==> src/rtl/vtiming_pkg.sv <==
// Shared types, default timing and sizing helpers for the vertical timing generator.
package vtiming_pkg;

  typedef enum logic [1:0] {
    SYNC        = 2'd0,
    BACK_PORCH  = 2'd1,
    ACTIVE      = 2'd2,
    FRONT_PORCH = 2'd3
  } vtg_state_t;

  localparam int unsigned DEF_CLKS_PER_LINE = 1600;
  localparam int unsigned DEF_SYNC_LINES    = 2;
  localparam int unsigned DEF_BP_LINES      = 29;
  localparam int unsigned DEF_ACTIVE_LINES  = 480;
  localparam int unsigned DEF_FP_LINES      = 10;

  function automatic int unsigned max4(input int unsigned a, input int unsigned b,
                                       input int unsigned c, input int unsigned d);
    int unsigned m;
    m = a;
    if (b > m) m = b;
    if (c > m) m = c;
    if (d > m) m = d;
    return m;
  endfunction

endpackage

==> src/rtl/vtg_line_timer.sv <==
// Pixel-clock counter within one scan line; flags the last clock of the line.
module vtg_line_timer
  import vtiming_pkg::*;
#(
  parameter int unsigned CLKS_PER_LINE = DEF_CLKS_PER_LINE,
  localparam int unsigned PIX_W = $clog2(CLKS_PER_LINE)
) (
  input  logic             clk,
  input  logic             rst,
  input  logic             en_i,
  output logic [PIX_W-1:0] pix_cnt_o,
  output logic             line_end_o
);

  logic [PIX_W-1:0] pix_q, pix_d;

  assign line_end_o = en_i && (pix_q == PIX_W'(CLKS_PER_LINE - 1));
  assign pix_cnt_o  = pix_q;

  always_comb begin
    pix_d = pix_q;
    if (en_i) begin
      pix_d = line_end_o ? '0 : pix_q + PIX_W'(1);
    end
  end

  always_ff @(posedge clk or posedge rst) begin
    if (rst) begin
      pix_q <= '0;
    end else begin
      pix_q <= pix_d;
    end
  end

endmodule

==> src/rtl/vtiming_gen.sv <==
// Vertical timing generator: phase FSM, scaled row address and frame counter,
// all registered so outputs line up with the line timer's pixel count.
module vtiming_gen
  import vtiming_pkg::*;
#(
  parameter int unsigned CLKS_PER_LINE = DEF_CLKS_PER_LINE,
  parameter int unsigned SYNC_LINES    = DEF_SYNC_LINES,
  parameter int unsigned BP_LINES      = DEF_BP_LINES,
  parameter int unsigned ACTIVE_LINES  = DEF_ACTIVE_LINES,
  parameter int unsigned FP_LINES      = DEF_FP_LINES,
  parameter int unsigned SCALE         = 1,
  parameter logic        SYNC_POL      = 1'b0,
  parameter int unsigned ADDR_W        = ((ACTIVE_LINES / SCALE) > 1) ?
                                         $clog2(ACTIVE_LINES / SCALE) : 1,
  parameter int unsigned FRAME_W       = 8
) (
  input  logic               clk,
  input  logic               rst,
  input  logic               en_i,
  output logic               vsync_o,
  output logic               display_area_o,
  output logic               vblank_o,
  output logic [ADDR_W-1:0]  vaddr_o,
  output logic               line_tick_o,
  output logic               frame_start_o,
  output logic [FRAME_W-1:0] frame_cnt_o
);

  localparam int unsigned PIX_W    = $clog2(CLKS_PER_LINE);
  localparam int unsigned LINE_MAX = max4(SYNC_LINES, BP_LINES, ACTIVE_LINES, FP_LINES);
  localparam int unsigned LINE_W   = (LINE_MAX > 1) ? $clog2(LINE_MAX) : 1;
  localparam int unsigned REP_W    = $clog2(SCALE) + 1;

  if (ACTIVE_LINES % SCALE != 0) begin : g_bad_scale
    $error("vtiming_gen: ACTIVE_LINES must be a multiple of SCALE");
  end

  logic [PIX_W-1:0] pix_cnt;
  logic             line_end;

  vtg_line_timer #(
    .CLKS_PER_LINE(CLKS_PER_LINE)
  ) u_line_timer (
    .clk       (clk),
    .rst       (rst),
    .en_i      (en_i),
    .pix_cnt_o (pix_cnt),
    .line_end_o(line_end)
  );

  vtg_state_t         state_q, state_d, next_state;
  logic [LINE_W-1:0]  line_q, line_d, last_line;
  logic [REP_W-1:0]   rep_q, rep_d;
  logic [ADDR_W-1:0]  vaddr_q, vaddr_d;
  logic [FRAME_W-1:0] fcnt_q, fcnt_d;
  logic               vsync_q, vsync_d;
  logic               disp_q, disp_d;
  logic               tick_q, tick_d;
  logic               fstart_q, fstart_d;

  always_comb begin
    last_line  = LINE_W'(SYNC_LINES - 1);
    next_state = BACK_PORCH;
    unique case (state_q)
      SYNC:        begin last_line = LINE_W'(SYNC_LINES - 1);   next_state = BACK_PORCH;  end
      BACK_PORCH:  begin last_line = LINE_W'(BP_LINES - 1);     next_state = ACTIVE;      end
      ACTIVE:      begin last_line = LINE_W'(ACTIVE_LINES - 1); next_state = FRONT_PORCH; end
      FRONT_PORCH: begin last_line = LINE_W'(FP_LINES - 1);     next_state = SYNC;        end
    endcase
  end

  // Pulse registers hold while paused; the outputs are gated by en_i instead.
  always_comb begin
    state_d  = state_q;
    line_d   = line_q;
    rep_d    = rep_q;
    vaddr_d  = vaddr_q;
    fcnt_d   = fcnt_q;
    vsync_d  = vsync_q;
    disp_d   = disp_q;
    tick_d   = tick_q;
    fstart_d = fstart_q;
    if (en_i) begin
      tick_d   = (pix_cnt == PIX_W'(CLKS_PER_LINE - 2));
      fstart_d = 1'b0;
      if (line_end) begin
        if (line_q == last_line) begin
          line_d  = '0;
          state_d = next_state;
          if (state_q == FRONT_PORCH) begin
            fstart_d = 1'b1;
            fcnt_d   = fcnt_q + FRAME_W'(1);
          end
        end else begin
          line_d = line_q + LINE_W'(1);
        end
        if (state_q == ACTIVE) begin
          if (rep_q == REP_W'(SCALE - 1)) begin
            rep_d   = '0;
            vaddr_d = vaddr_q + ADDR_W'(1);
          end else begin
            rep_d = rep_q + REP_W'(1);
          end
          if (state_d != ACTIVE) begin
            rep_d   = '0;
            vaddr_d = '0;
          end
        end
      end
      vsync_d = (state_d == SYNC) ? SYNC_POL : ~SYNC_POL;
      disp_d  = (state_d == ACTIVE);
    end
  end

  always_ff @(posedge clk or posedge rst) begin
    if (rst) begin
      state_q  <= SYNC;
      line_q   <= '0;
      rep_q    <= '0;
      vaddr_q  <= '0;
      fcnt_q   <= '0;
      vsync_q  <= SYNC_POL;
      disp_q   <= 1'b0;
      tick_q   <= 1'b0;
      fstart_q <= 1'b0;
    end else begin
      state_q  <= state_d;
      line_q   <= line_d;
      rep_q    <= rep_d;
      vaddr_q  <= vaddr_d;
      fcnt_q   <= fcnt_d;
      vsync_q  <= vsync_d;
      disp_q   <= disp_d;
      tick_q   <= tick_d;
      fstart_q <= fstart_d;
    end
  end

  assign vsync_o        = vsync_q;
  assign display_area_o = disp_q;
  assign vblank_o       = ~disp_q;
  assign vaddr_o        = vaddr_q;
  assign line_tick_o    = tick_q & en_i;
  assign frame_start_o  = fstart_q & en_i;
  assign frame_cnt_o    = fcnt_q;

endmodule
==> config.mk <==
export PLATFORM = sky130hd
export DESIGN_NAME = vtiming_gen
export DESIGN_NICKNAME = d
export VERILOG_FILES = /design/src/rtl/vtiming_pkg.sv /design/src/rtl/vtg_line_timer.sv /design/src/rtl/vtiming_gen.sv
export SDC_FILE = /design/constraint.sdc
export NUM_CORES = 1
export LEC_CHECK = 0
export CAP_MARGIN = 30
export CORE_MARGIN = 1
export CORE_UTILIZATION = 51
export CTS_CLUSTER_SIZE = 14
export DETAILED_ROUTE_END_ITERATION = 10
export PLACE_DENSITY_LB_ADDON = 0.25
export SETUP_SLACK_MARGIN = 0.1
export SYNTH_ARGS = -nofsm -noshare
export SYNTH_HDL_FRONTEND = slang
export SYNTH_SLANG_ARGS = --single-unit
==> constraint.sdc <==
create_clock -name clk -period 2.3 [get_ports clk]
set_input_delay 0.69 -clock clk [delete_from_list [all_inputs] [get_ports clk]]
set_output_delay 0.69 -clock clk [all_outputs]
set_load 0.05 [all_outputs]
* After elaboration in Yosys (flattened, before gate mapping)
Index checks and enable logic that the tools add are counted.
** Cells by class
- Reductions and logical operators :: 7
- Muxes and demuxes :: 17
- Magnitude comparators :: 0
- Eq/ne operators :: 9
- Shift-type cells :: 0
- Div/mod/pow operators :: 0
- Bitwise gates (word level) :: 3
- $mul :: 0
- Add/sub/neg operators :: 5
** Operator list (number)
- $pmux W9 S4 :: 1
- $mux W9 :: 3
- $eq A11 B11 Y1 const B :: 2
- $add A9 B1 Y9 const B :: 2
- $add A11 B1 Y11 const B :: 1
- $mux W11 :: 1
- $mux W2 :: 5
- $eq A9 B9 Y1 :: 1
- $add A8 B1 Y8 const B :: 1
- $pmux W2 S4 :: 1
- $reduce_and A4 Y1 :: 2
- $eq A2 B2 Y1 const B :: 3
- $mux W1 :: 6
- $logic_not A2 Y1 :: 2
- $reduce_and A3 Y1 :: 1
- $and A1 B1 Y1 :: 2
- $eq A2 B1 Y1 const B :: 1
- $ne A2 B1 Y1 const B :: 1
- $ne A2 B2 Y1 const B :: 1
- $reduce_and A2 Y1 :: 1
- $add A1 B1 Y1 const B :: 1
- $logic_and A1 B1 Y1 :: 1
- $not A1 Y1 :: 1
** Storage, ports and cells
- Bits in latches :: 0
- RAM bits :: 0
- Word-level logic and storage cells :: 51
- Memories :: 0
- Output and inout bits :: 22
- Register bits after elaboration :: 44
- Bits in read-only memories :: 0

* Depth between registers and ports, before layout
- Depth after elaboration :: 10
- Gate-level depth with buffers :: 8
- Gate-level depth less buffers :: 7

* Modules after synthesis
Synthesis repeated with hierarchy kept, for this count alone.
** Unflattened totals
- Cell total of the unflattened synthesis :: 236
- Area total of the unflattened synthesis :: 2336.0 µm²
** By module, submodules not included
- vtiming_gen :: sequential area each 800.8 µm², cells each 182, instances 1, area an instance 1760.4 µm²
- vtg_line_timer :: sequential area each 275.3 µm², cells each 54, instances 1, area an instance 575.6 µm²

* Least setup slack after synthesis
OpenSTA, ideal clock, no wires.
- Kind :: input to register
- From :: in en_i
- To :: reg fcnt_q[1] (netlist: frame_cnt_o[1])
- Path slack :: -0.113 ns
- Arrival time :: 2.286 ns
- Stages :: 5
- Data required time :: 2.173 ns
- Path through :: nand4_2 or4_1 buf_4 nor4_4 mux2_1
** On the way
- Word-level cells in the longest chain between the ends :: 2
** RTL lines
- start, declared :: RTL line vtiming_gen.sv:19 : input logic en_i,
- $logic_and A1 B1 Y1 :: RTL line vtg_line_timer.sv:17 : assign line_end_o = en_i && (pix_q == PIX_W'(CLKS_PER_LINE - 1));
- $reduce_and A4 Y1 (no line) *
- end signal, assigned :: RTL line vtiming_gen.sv:131 : fcnt_q <= fcnt_d;
- end, declared :: RTL line vtiming_gen.sv:55 : logic [FRAME_W-1:0] fcnt_q, fcnt_d;
Mark *: on every way between the ends. The rest lies on a longest branch, timed or not.
A chain may end at the register's enable or synchronous reset.

* Worst setup path after layout
- From :: reg disp_q (netlist: display_area_o)
- To :: out display_area_o
** RTL lines
- start, declared :: RTL line vtiming_gen.sv:57 : logic disp_q, disp_d;
- start signal, assigned :: RTL line vtiming_gen.sv:133 : disp_q <= disp_d;
- end, declared :: RTL line vtiming_gen.sv:21 : output logic display_area_o,
No word-level cell between the ends.

==> impl_metrics.py <==
metrics = {
    "die": {
        "rows": 24,
        "fp.dieH_um": 69.5,
        "initial_utilization": 0.534,
        "ioPinCount": 25,
        "dieArea_sq_um": 4830,
        "die_x_um": 69.5,
        "core-area_sq_um": 4350,
    },
    "clocking": {
        "numCtsBuffers": 5,
        "cts-root-buf": "clkbuf_8",
        "clock-sinks": 43,
        "clk_latency_ns": 0.30,
        "cts.path.max_buffers": 2,
        "clkTransAtPathRegs_ns": 0.08,
        "tritoncts": "yes",
        "htree_levels": 2,
    },
    "power": {
        "power_density_nw_per_um2": 547,
        "irDropWorstVdd_mv": 0.296,
        "p_leak_nw": 1.43,
        "power.total_mw": 1.63,
    },
    "final_layout": {
        "drive_gt1_frac": 0.193,
        "fin_util": 0.684,
        "stdcell_count": 342,
        "diodes": 0,
        "layout.nets": 302,
        "fillCellCount": 351,
        "syn_to_final_growth_pct": 28.2,
    },
    "min_path": {
        "holdCritPathClass": "flip-flop to flip-flop",
        "min-delay-start": "frame_cnt_o[7]",
        "whs_endpoint": "frame_cnt_o[7]",
        "min_path_cells": 1,
    },
    "synthesis": {
        "netlist_top_cells_area": "dfrtp_1 (46%), ha_1 (5.4%), xnor2_1 (4.5%), nand4_1 (3.8%), nor2_1 (3.2%)",
        "async_flop_share": 1.00,
        "synth-edff-count": 0,
        "yosysWarnings": 0,
        "synth_area_per_cell_sq_um": 9.89,
        "syn_area_sq_um": 2320,
        "synth_ff_type": "dfrtp_1",
        "synth.most_common_cell": "dfrtp_1",
        "yosys-top-cells-count": "dfrtp_1 (43), nor2_1 (20), o21ai_0 (15)",
        "synth_nets": 248,
        "ys_seq_elements": 43,
        "synthCells": 235,
        "ys_seq_area_frac": 0.463,
        "yosys.area.top_type": "dfrtp_1",
        "yosysTopAreaCellShare": 0.463,
        "synthDistinctLibCells": 43,
    },
    "placement": {
        "dp_cells": 330,
        "io_buffers": 24,
        "routabilityCongestion": 0.800,
        "pre_cts_ws_ns": -0.405,
        "dp_hpwl_mm": 3.23,
    },
    "critical_path": {
        "crit_buf_inv": 1,
        "cp_data_arrival_time_ns": 1.45,
        "required_ns": 1.61,
        "timing.reg2reg.setup_slack_ns": 0.18,
        "crit_path_end_kind": "output port",
        "r2r-end": "line_q[8]",
        "max_stage_delay_ns": 0.80,
        "cpLargestDelayFamily": "buffers and inverters",
        "crit_fanout": 2,
        "worstSetupPathType": "flip-flop to output port",
        "start_kind": "flip-flop",
        "crit_slowest_cell": "clkdlybuf4s50_1",
        "reg2reg_depth": 5,
        "reg2reg_from": "u_line_timer.pix_cnt_o[8]",
        "crit_chain": "clkdlybuf4s50_1",
    },
    "sta": {
        "hold_viol_final": 0,
        "period_share": 0.929,
        "rsz0062_at_grt": "yes",
        "relSlewSlack": 0.665,
        "finalSetupViolations": 0,
        "slew_violations": 0,
        "fin_ws_ns": 0.162,
        "whs_ns": 0.479,
        "max_freq_ghz": 0.468,
        "tightest_slew_ns": 0.502,
        "finClkSkew_ns": 0.00577,
        "finalWorstPathRequiredPeriod_ns": 2.14,
    },
    "routing": {
        "viasPerCell": 5.70,
        "drt-total-wl_mm": 4.68,
        "routedWlPerCell_um": 13.7,
        "num_vias": 1948,
        "drtIter0Drc": 64,
        "first_pass_iters": 4,
        "ant_nets": 0,
        "drc": 0,
    },
    "global_routing": {
        "antenna_found_initial": 0,
        "gr-total-overflow": 0,
        "grt_pass1_wl_mm": 7.71,
        "grt_pass1_vias": 1730,
        "grt_usage": 0.198,
        "grt_max_degree": 44,
    },
    "flow_run": {
        "maxCapViolCount": 0,
    },
    "run_status": {
        "status": "finished clean",
    },
}
[worst register-to-register path, stage by stage, from the launching register on]
cell,delay [ns]
dfrtp_1,0.41
or2_2,0.35
or4_4,0.56
or4_1,0.51
a21oi_1,0.14
a21o_1,0.10
[kinds of logic (layout without fill, tap and decap cells)]
kind of cell / after synthesis / after routing / share of synthesized area
AOI/OAI and AO/OA: 37 / 37 / 0.105
muxes: 8 / 8 / 0.0361
buffers and inverters: 17 / 72 / 0.0296
adders and majority gates: 10 / 10 / 0.0539
and+or+nand+nor: 102 / 102 / 0.244
DFF: 43 / 43 / 0.463
xor gates and xnor gates: 18 / 18 / 0.0679
[cell type report]
type,instances,area (sq um),share of cell area
clock buffer,6,72.6,0.0244
clock inverter,2,12.5,0.00420
inverter,12,45.0,0.0151
multi-input combinational,175,1240,0.416
sequential,43,1080,0.361
tap,52,65.1,0.0218
timing repair buffer,52,468,0.157
[power breakdown]
group / total [mW] / switching, mW / internal, mW / leakage (nW)
clock network: 0.475 / 0.262 / 0.212 / 0.0412
logic: 0.261 / 0.137 / 0.124 / 0.811
registers: 0.895 / 0.0743 / 0.821 / 0.576
[worst max path at each step]
stage | start | endpoint | slack, ns | cells past startpoint
2_1_floorplan | en_i | frame_cnt_o[1] | 0.08 | 5
3_3_place_gp | en_i | line_q[8] | -0.38 | 6
3_5_place_dp | en_i | line_q[8] | -0.41 | 6
4_1_cts | line_q[6] | vaddr_o[2] | 0.11 | 7
5_1_grt | line_q[6] | vaddr_o[5] | 0.08 | 7
6_report | display_area_o | display_area_o | 0.16 | 1
[layout by cell type, fill, tap and decap left out, types with 2 or more instances in the layout]
cell              n
a211oi_1          2
a21o_1            2
a21oi_1           3
a22o_1            5
a31oi_1           2
and2_1            2
and3_1           10
buf_12            3
buf_4            27
clkbuf_8          5
clkdlybuf4s50_1   2
dfrtp_1          43
dlygate4sd2_1    17
dlymetal6s2s_1    2
ha_1              7
ha_2              2
inv_1            11
mux2_2            2
mux2i_1           5
nand2_1          14
nand3_1           9
nand4_1          14
nor2_1           19
nor2b_1           3
nor3_1           13
nor4_1            2
nor4_4            2
o21ai_0          15
or2_2             2
or3_1             2
or4_1             2
xnor2_1          12
xor2_1            6
[sequential cells by signal (all words and copies together), names as in the netlist]
register / count
tick_q: 1
frame_cnt_o: 8
display_area_o: 1
vaddr_o: 9
state_q: 2
vsync_o: 1
line_q: 9
u_line_timer.pix_cnt_o: 11
fstart_q: 1
[metrics by stage]
| step | area (sq um) | TNS (ns) |
|---|---|---|
| floorplan | 2350 | 0 |
| global placement | 2840 | -8.82 |
| detailed placement | 2840 | -9.48 |
| CTS | 2930 | 0 |
| global route | 2980 | 0 |
| finish | 2980 | 0 |
[what timing repair did]
| action | CTS | global route |
|---|---|---|
| endpoints found under the hold margin | 0 | 0 |
| pin swaps | 1 | 2 |
| setup endpoints to repair | 44 | 22 |
| buffers inserted | 1 | 3 |
| hold buffers | 0 | 0 |
| resized for setup | 22 | 8 |
[layer usage]
| metal | up-vias | track usage | part of all wire |
|---|---|---|---|
| met4 | 0 | 0.0680 | 0.0096 |
| met1 | 954 | 0.273 | 0.49 |
| met3 | 5 | 0.0392 | 0.025 |
| li1 | 964 | - | - |
| met2 | 25 | 0.313 | 0.48 |
| met5 | - | 0 | 0 |
Power figures use the tool's default switching activity.
